File: src/rtl/softmax_argmax_terminator.sv
`default_nettype none
// ============================================================================
//  Module   : softmax_argmax_terminator
//  Purpose  : Clocked consumer of the asynchronous dual-rail softmax kernel.
//             Detects completion/spacer/illegal codes on the dual-rail
//             vector, synchronises them into the clk domain, captures the
//             true rail, finds the winning class by sequential argmax and
//             presents it on a valid/ready interface.
//  Ports    : clk, reset (async, active-low)
//             yt, yf       - dual-rail probability vector (class i at
//                            [BIT_SM*(i+1)-1 : BIT_SM*i])
//             ack_prev     - 4-phase acknowledge back to the softmax stage
//             class_idx    - winning class index
//             class_conf   - winning probability
//             early_term   - class_conf >= THRESH (build option)
//             dr_error     - sticky illegal dual-rail code seen
//             out_valid / out_ready - result handshake
//  Options  : `define EARLY_TERM_EN builds the threshold comparator;
//             otherwise early_term is tied to 0.
//  Revision : 1.0 - initial release
// ============================================================================
module softmax_argmax_terminator #(
    parameter int                KSIZE  = 10,
    parameter int                BIT_SM = 16,
    parameter logic [BIT_SM-1:0] THRESH = 16'd52429,
    parameter int                IDX_W  = $clog2(KSIZE)
) (
    input  logic                    clk,
    input  logic                    reset,
    input  logic [KSIZE*BIT_SM-1:0] yt,
    input  logic [KSIZE*BIT_SM-1:0] yf,
    output logic                    ack_prev,
    output logic [IDX_W-1:0]        class_idx,
    output logic [BIT_SM-1:0]       class_conf,
    output logic                    early_term,
    output logic                    dr_error,
    output logic                    out_valid,
    input  logic                    out_ready
);

    localparam logic [IDX_W-1:0] c_K_LAST = IDX_W'(KSIZE - 1);

    typedef enum logic [1:0] {
        S_WAIT_DATA = 2'd0,
        S_SCAN      = 2'd1,
        S_EMIT      = 2'd2,
        S_WAIT_NULL = 2'd3
    } state_t;

    state_t r_state;
    state_t w_state_next;

    // ------------------------------------------------------------------
    // Dual-rail code detection (asynchronous inputs, combinational)
    // ------------------------------------------------------------------
    logic w_complete;
    logic w_null;
    logic w_illegal;

    assign w_complete = &(yt ^ yf);
    assign w_null     = ~|(yt | yf);
    assign w_illegal  = |(yt & yf);

    // Each detector gets its own 2-flop synchroniser. Complete and null
    // are mutually exclusive at the source and travel through identical
    // pipelines, so they can never both read as 1 in the same cycle.
    logic [1:0] r_cmp_sync;
    logic [1:0] r_null_sync;
    logic [1:0] r_ill_sync;
    logic       w_complete_s;
    logic       w_null_s;
    logic       w_illegal_s;

    always_ff @(posedge clk or negedge reset) begin
        if (!reset) begin
            r_cmp_sync  <= 2'b00;
            r_null_sync <= 2'b00;
            r_ill_sync  <= 2'b00;
        end else begin
            r_cmp_sync  <= {r_cmp_sync[0],  w_complete};
            r_null_sync <= {r_null_sync[0], w_null};
            r_ill_sync  <= {r_ill_sync[0],  w_illegal};
        end
    end

    assign w_complete_s = r_cmp_sync[1];
    assign w_null_s     = r_null_sync[1];
    assign w_illegal_s  = r_ill_sync[1];

    // ------------------------------------------------------------------
    // Control FSM
    // ------------------------------------------------------------------
    logic [IDX_W-1:0] r_k;
    logic             w_capture;
    logic             w_scan_done;

    always_ff @(posedge clk or negedge reset) begin
        if (!reset) begin
            r_state <= S_WAIT_DATA;
        end else begin
            r_state <= w_state_next;
        end
    end

    always_comb begin
        w_state_next = r_state;
        w_capture    = 1'b0;
        w_scan_done  = 1'b0;
        case (r_state)
            S_WAIT_DATA: begin
                // Upstream holds the data stable until ack_prev rises.
                if (w_complete_s) begin
                    w_capture    = 1'b1;
                    w_state_next = S_SCAN;
                end
            end
            S_SCAN: begin
                if (r_k == c_K_LAST) begin
                    w_scan_done  = 1'b1;
                    w_state_next = S_EMIT;
                end
            end
            S_EMIT: begin
                if (out_ready) begin
                    w_state_next = S_WAIT_NULL;
                end
            end
            S_WAIT_NULL: begin
                if (w_null_s) begin
                    w_state_next = S_WAIT_DATA;
                end
            end
            default: w_state_next = S_WAIT_DATA;
        endcase
    end

    // Acknowledge is high from the first scan cycle until the spacer has
    // been seen, which keeps the upstream stage from presenting new data.
    assign ack_prev  = (r_state != S_WAIT_DATA);
    assign out_valid = (r_state == S_EMIT);

    // ------------------------------------------------------------------
    // Capture register and sequential argmax
    // ------------------------------------------------------------------
    logic [BIT_SM-1:0] r_data [KSIZE];
    logic [BIT_SM-1:0] r_max;
    logic [IDX_W-1:0]  r_idx;
    logic [BIT_SM-1:0] w_cur;
    logic              w_take;
    logic [BIT_SM-1:0] w_max_next;
    logic [IDX_W-1:0]  w_idx_next;

    assign w_cur      = r_data[r_k];
    // Strict greater-than keeps the lowest index on ties; k=0 seeds.
    assign w_take     = (r_k == '0) || (w_cur > r_max);
    assign w_max_next = w_take ? w_cur : r_max;
    assign w_idx_next = w_take ? r_k   : r_idx;

    always_ff @(posedge clk or negedge reset) begin
        if (!reset) begin
            for (int i = 0; i < KSIZE; i++) begin
                r_data[i] <= '0;
            end
            r_k        <= '0;
            r_max      <= '0;
            r_idx      <= '0;
            class_idx  <= '0;
            class_conf <= '0;
        end else begin
            if (w_capture) begin
                for (int i = 0; i < KSIZE; i++) begin
                    r_data[i] <= yt[i*BIT_SM +: BIT_SM];
                end
                r_k <= '0;
            end else if (r_state == S_SCAN) begin
                r_max <= w_max_next;
                r_idx <= w_idx_next;
                r_k   <= w_scan_done ? '0 : r_k + 1'b1;
            end
            // Result registers include the final class comparison so they
            // are valid on the same edge that enters S_EMIT.
            if (w_scan_done) begin
                class_idx  <= w_idx_next;
                class_conf <= w_max_next;
            end
        end
    end

`ifdef EARLY_TERM_EN
    always_ff @(posedge clk or negedge reset) begin
        if (!reset) begin
            early_term <= 1'b0;
        end else if (w_scan_done) begin
            early_term <= (w_max_next >= THRESH);
        end
    end
`else
    // No comparator: the AND with 0 folds to a constant; THRESH is only
    // referenced so both builds keep an identical, fully-used interface.
    assign early_term = 1'b0 & (|THRESH);
`endif

    // ------------------------------------------------------------------
    // Sticky dual-rail error
    // ------------------------------------------------------------------
    always_ff @(posedge clk or negedge reset) begin
        if (!reset) begin
            dr_error <= 1'b0;
        end else if (w_illegal_s) begin
            dr_error <= 1'b1;
        end
    end

endmodule
`default_nettype wire

File: config.mk
export PLATFORM = sky130hd
export DESIGN_NAME = softmax_argmax_terminator
export DESIGN_NICKNAME = d
export VERILOG_FILES = /design/src/rtl/softmax_argmax_terminator.sv
export SDC_FILE = /design/constraint.sdc
export NUM_CORES = 1
export LEC_CHECK = 0
export CORE_ASPECT_RATIO = 0.75
export CORE_UTILIZATION = 40
export CTS_BUF_LIST = sky130_fd_sc_hd__clkbuf_16
export DETAILED_ROUTE_END_ITERATION = 16
export HOLD_SLACK_MARGIN = 0.05
export PLACE_DENSITY = 0.66
export SLEW_MARGIN = 20
export SYNTH_ARGS = -nofsm -noshare
export SYNTH_HDL_FRONTEND = slang
export SYNTH_SLANG_ARGS = --single-unit
File: constraint.sdc
create_clock -name clk -period 4.9 [get_ports clk]
set_input_delay 0.98 -clock clk [delete_from_list [all_inputs] [get_ports clk]]
set_output_delay 0.98 -clock clk [all_outputs]
set_load 0.03 [all_outputs]
# Word level (Yosys, flattened, before mapping)
# Index checks and enable logic that the tools add are counted.
[totals]
elab_cells = 64
output_inout_bits = 24
register_bits = 213
input_bits = 323
[op_classes]
bitwise = 5
eq_ne = 8
n_mux = 17
reduce_logical = 11
n_addsub = 1
magnitude_cmp = 2
[ops]
columns = ["op", "n"]
rows = [
  ["OR reduction 160 bit", 2],
  ["AND 160 bit", 1],
  ["bitwise OR 160 bit", 1],
  ["AND reduction 160 bit", 1],
  ["bitwise XOR 160 bit", 1],
  ["binary-select mux 16 bit (select 4 bit)", 1],
  ["2-to-1 mux 16 bit", 3],
  ["> comparator 16 bit", 1],
  ["2-to-1 mux 4 bit", 4],
  ["2-to-1 mux 2 bit", 4],
  ["case mux 2 bit (4 select lines)", 1],
  ["inequality test 2 bit, second input constant", 3],
  [">= comparator 5 bit, second input constant", 1],
  ["NOT 4 -> 5 bit", 1],
  ["adder 4 x 1 -> 4 bit, second input constant", 1],
  ["== test 2 bit, second input constant", 2],
  ["== test 4 bit, second input constant", 1],
  ["logical NOT 4 bit", 1],
  ["2-to-1 mux 1 bit", 4],
  ["AND reduction 4 bit", 1],
  ["nonzero test 2 bit", 2],
  ["== test 2 x 1 -> 1 bit, second input constant", 1],
  ["logical NOT 2 bit", 1],
  ["inequality test 2 x 1 -> 1 bit, second input constant", 1],
  ["other kinds (4)", 4],
]

# Logic depth before layout (Yosys ltp)
[logic_depth]
word_depth = 7
depth_mapped = 16
ltp_nobuf = 11

# Worst setup path after synthesis
# Ideal clock, no wire load.
[synth_path]
kind = "flip-flop to flip-flop"
startpoint = "register r_k[0]"
endpoint = "register r_max[10]"
arrival_ns = 3.431
stages_incl_launch_ff = 15
period_less_slack_ns = 3.556
path_buffers = 4
setup_ns = 0.125
t_required_ns = 4.775
path_slack_ns = 1.344
cell_sequence = "dfrtp_1 > buf_4 > buf_4 > mux4_2 > a21oi_1 > o21ai_0 > ha_1 > nand4_2 > nor4_2 > nand4_1 > or2_0 > buf_2 > nand3_1 > buf_4 > mux2_2"
[synth_between]
elab_chain_cells = 7
elab_cells_between_ends = 8
classes_between = "1 x order compare; 4 x mux; 1 x bitwise; 2 x reduce/logical"
[synth_lines]
columns = ["element", "line", "text"]
rows = [
  ["start, declared", "93", "logic [IDX_W-1:0] r_k;"],
  ["start signal, assigned", "178", "r_k <= w_scan_done ? '0 : r_k + 1'b1;"],
  ["NOT 4 -> 5 bit (not written as such)", "153", "assign w_cur = r_data[r_k];"],
  ["binary-select mux 16 bit (select 4 bit)", "153", ""],
  ["2-to-1 mux 16 bit (not written as such) (2 in a row)", "153", ""],
  ["> comparator 16 bit", "155", "assign w_take = (r_k == '0) || (w_cur > r_max);"],
  ["logical OR 1 bit", "155", ""],
  ["2-to-1 mux 16 bit *", "156", "assign w_max_next = w_take ? w_cur : r_max;"],
  ["end signal, assigned", "176", "r_max <= w_max_next;"],
  ["end, declared", "146", "logic [BIT_SM-1:0] r_max;"],
]
# Mark *: on every way between the ends. The rest lies on a longest branch, timed or not. The select of a mux whose other input is x is not followed.
# A chain may end at the register's enable or synchronous reset.

# Final worst setup path
[layout_path]
startpoint = "register r_k[0]"
endpoint = "register r_idx[1]"
[layout_between]
elab_chain_cells = 7
elab_cells_between_ends = 8
classes_between = "1 x order compare; 4 x mux; 1 x bitwise; 2 x reduce/logical"
[layout_lines]
columns = ["element", "line", "text"]
rows = [
  ["NOT 4 -> 5 bit (not written as such)", "153", ""],
  ["binary-select mux 16 bit (select 4 bit)", "153", ""],
  ["2-to-1 mux 16 bit (not written as such) (2 in a row)", "153", ""],
  ["> comparator 16 bit", "155", ""],
  ["logical OR 1 bit *", "155", ""],
  ["2-to-1 mux 4 bit *", "157", "assign w_idx_next = w_take ? r_k : r_idx;"],
  ["end signal, assigned", "177", "r_idx <= w_idx_next;"],
  ["end, declared", "147", "logic [IDX_W-1:0] r_idx;"],
]
# Marks and branches as above.

==> impl_metrics.ini <==
[timing]
drv_slew = 0
tightest_slew_ns = 1.006
fin_crit_ns = 4.103
slew_headroom_pct = 32.29
clock.fmax_mhz = 243.7
fin_crit_sh_pct = 83.74
setup_viol = 0
rsz0062_at_grt = false
fin_worst_skew_ns = 0.01542
hold_viol = 0
setup_tns_ns = 0

[clock_tree]
cts_made_buffers = 24
clock_tree.buffer_depth = 3
cts.clk_slew.worst_paths_ns = 0.06
hold_buffers = 0
cts_resized = 0
htree_levels = 1
worstSkewPairLatency_ns = 0.54
cts_setup_buffers = 0
cts_root_buf = clkbuf_16
clock_sinks = 213
cts_tree = done

[grt]
antenna_found_initial = 8
grt_max_degree = 155
grt_pass1_wl_um = 95650
overflow = 0
gr-usage-all-layers_pct = 33.03
first_global_vias = 14111

[power]
ir_drop_v = 0.0002058
power_density_nw_per_um2 = 222.4
power.leakage_uw = 0.01044

[die]
ios = 347
fp.dieH_um = 174.3
start_util_pct = 41.00
placement_rows = 62
core_sq_um = 38630
dieArea_sq_um = 40400
die_w_um = 231.8

[synth]
syn_avg_cell_area_sq_um = 9.165
ys.flop_type = dfrtp_1
syn-num-nets = 2395
synth_cell_types = 46
async_flop_share_pct = 100.0
synth_area_leaders = dfrtp_1 (34%), ha_1 (27%), inv_1 (8.2%)
ys_ff_latch = 213
synth_seq_area_share_pct = 33.65
synth.top_cell.area_share_pct = 33.65
syn-instance-count = 1728
synth_top_cell_by_area = dfrtp_1
netlist_top_cells_count = ha_1 (344), inv_1 (344), dfrtp_1 (213)
synth_edf_count = 0
synth_warnings = 0
netlist_area_sq_um = 15840

[worst_setup_path]
worst-r2r-cell-count = 13
crit_fanout = 56
critPathLaunch = r_k[0]
timing.rr.end = r_idx[1]
cp-endpoint = r_idx[1]
rrSetupSlack_ns = 0.80
crit_required_ns = 5.32
arrival_ns = 4.52
cp-end-kind = register
cp-start-kind = register
setup.worst_path.class = reg2reg
timing.rr.start = r_k[0]

[run_status]
status = complete, no violations

[drt]
vias = 13999
drtIter0Drc = 1411
drc = 0
routed_wire_length_per_instance_um = 25.84
dr.pass1.iters = 7
drt_wl_total_um = 66610
ant_nets = 0
post_drt_via_cell_ratio = 5.430

[finish]
fin_area_sq_um = 20710
final_nets = 2713
seqCellArea_sq_um = 5331
multiInputGateArea_sq_um = 8917
utilization_pct = 53.61
area_delta_synth_final_pct = 30.77
fill_cells = 3567
final_layout_size_suffix_gt1_share_pct = 5.572

[placement]
gp_congestion = 1.044
port_buffers = 345
hpwlAfterDp_um = 57080
placed_cell_area_sq_um = 19800

[job]
maxCapViolCount = 0

[min_path]
min_path_type = reg2reg
## metrics by stage
stage / hold WS, ns / total power [uW] / worst slack [ns] / std cells
final: 0.3510 / 4606 / 0.7970 / 2578
after global routing: 0.3594 / 4748 / 0.5498 / 2577
after CTS: 0.3520 / 4612 / 0.8738 / 2576
after detailed placement: 0.3378 / 2535 / 0.9109 / 2532
after global placement: 0.3317 / 2528 / 0.9434 / 2532
after floorplan: 0.3312 / 1994 / 1.344 / 1728
## power breakdown
part	total (uW)	internal, uW	switching [uW]
Clock	2090	1300	790
Sequential	1760	1760	0
Combinational	759	360	398
## routing by layer
layer	wire length (um)	up-vias	global-route usage, %	share of wire, %
met5	47	-	0	0.071
met4	1152	8	5.757	1.7
met3	5476	72	5.561	8.2
met2	28110	583	48.45	42
met1	31820	6888	50.79	48
li1	-	6448	-	-
## worst max-delay path, stage by stage, from the launching register on
cell     delay [ns]
dfrtp_2        0.37
buf_12         0.34
mux2i_1        0.71
nor2_1         0.10
a21oi_1        0.23
o21ai_0        0.18
ha_1           0.38
a21oi_1        0.15
nor3_1         0.07
nor4_1         0.44
nand3_2        0.14
nand3_1        0.10
buf_4          0.32
mux2_2         0.38
## kinds of logic (layout without fill, tap and decap cells)
logic type      after synthesis  count (layout)  synth area share (%)
compound gates              255             255                 8.524
fa+ha+maj                   344             344                 27.18
buf+inv                     413             749                 10.09
flops                       213             213                 33.65
mux                          67              67                 6.905
other cells                   1               3               0.02368
simple gates                435             435                 13.63
## sequential cells by signal (all words and copies together), names as in the netlist
register	flops
dr_error	1
class_idx	4
r_max	16
r_idx	4
r_data	160
r_null_sync	2
r_k	4
r_cmp_sync	2
class_conf	16
r_ill_sync	2
r_state	2
## worst min-delay path by stage
stage	startpoint	to	slack, ns	cells past startpoint
finish	r_null_sync[0]	r_null_sync[1]	0.35	0
global route	r_null_sync[0]	r_null_sync[1]	0.36	0
CTS	r_null_sync[0]	r_null_sync[1]	0.35	0
detailed placement	r_null_sync[0]	r_null_sync[1]	0.34	0
global placement	r_null_sync[0]	r_null_sync[1]	0.33	0
floorplan	r_cmp_sync[0]	r_cmp_sync[1]	0.33	0
## cell usage in the layout, fill, tap and decap left out, types with 20 or more instances in the layout
master	synthesis	routed
dfrtp_1	213	212
o21ai_0	187	187
ha_1	344	344
nand2_1	192	191
inv_1	344	345
nand3_1	21	21
a21oi_1	41	41
nand4_1	97	97
nor2_1	23	23
mux4_2	32	32
clkbuf_16	0	25
nor3_1	20	20
clkdlybuf4s50_1	0	344
nor4_1	63	63
## area by class of cell
type	instances	share of cell area [%]
sequential	213	25.74
inverter	345	6.253
timing repair buffer	360	17.48
antenna	2	0.02416
clock buffer	25	3.021
clock inverter	19	1.335
multi-input combinational	1102	43.06
tap	512	3.093
(Power assumes the default switching activity.)
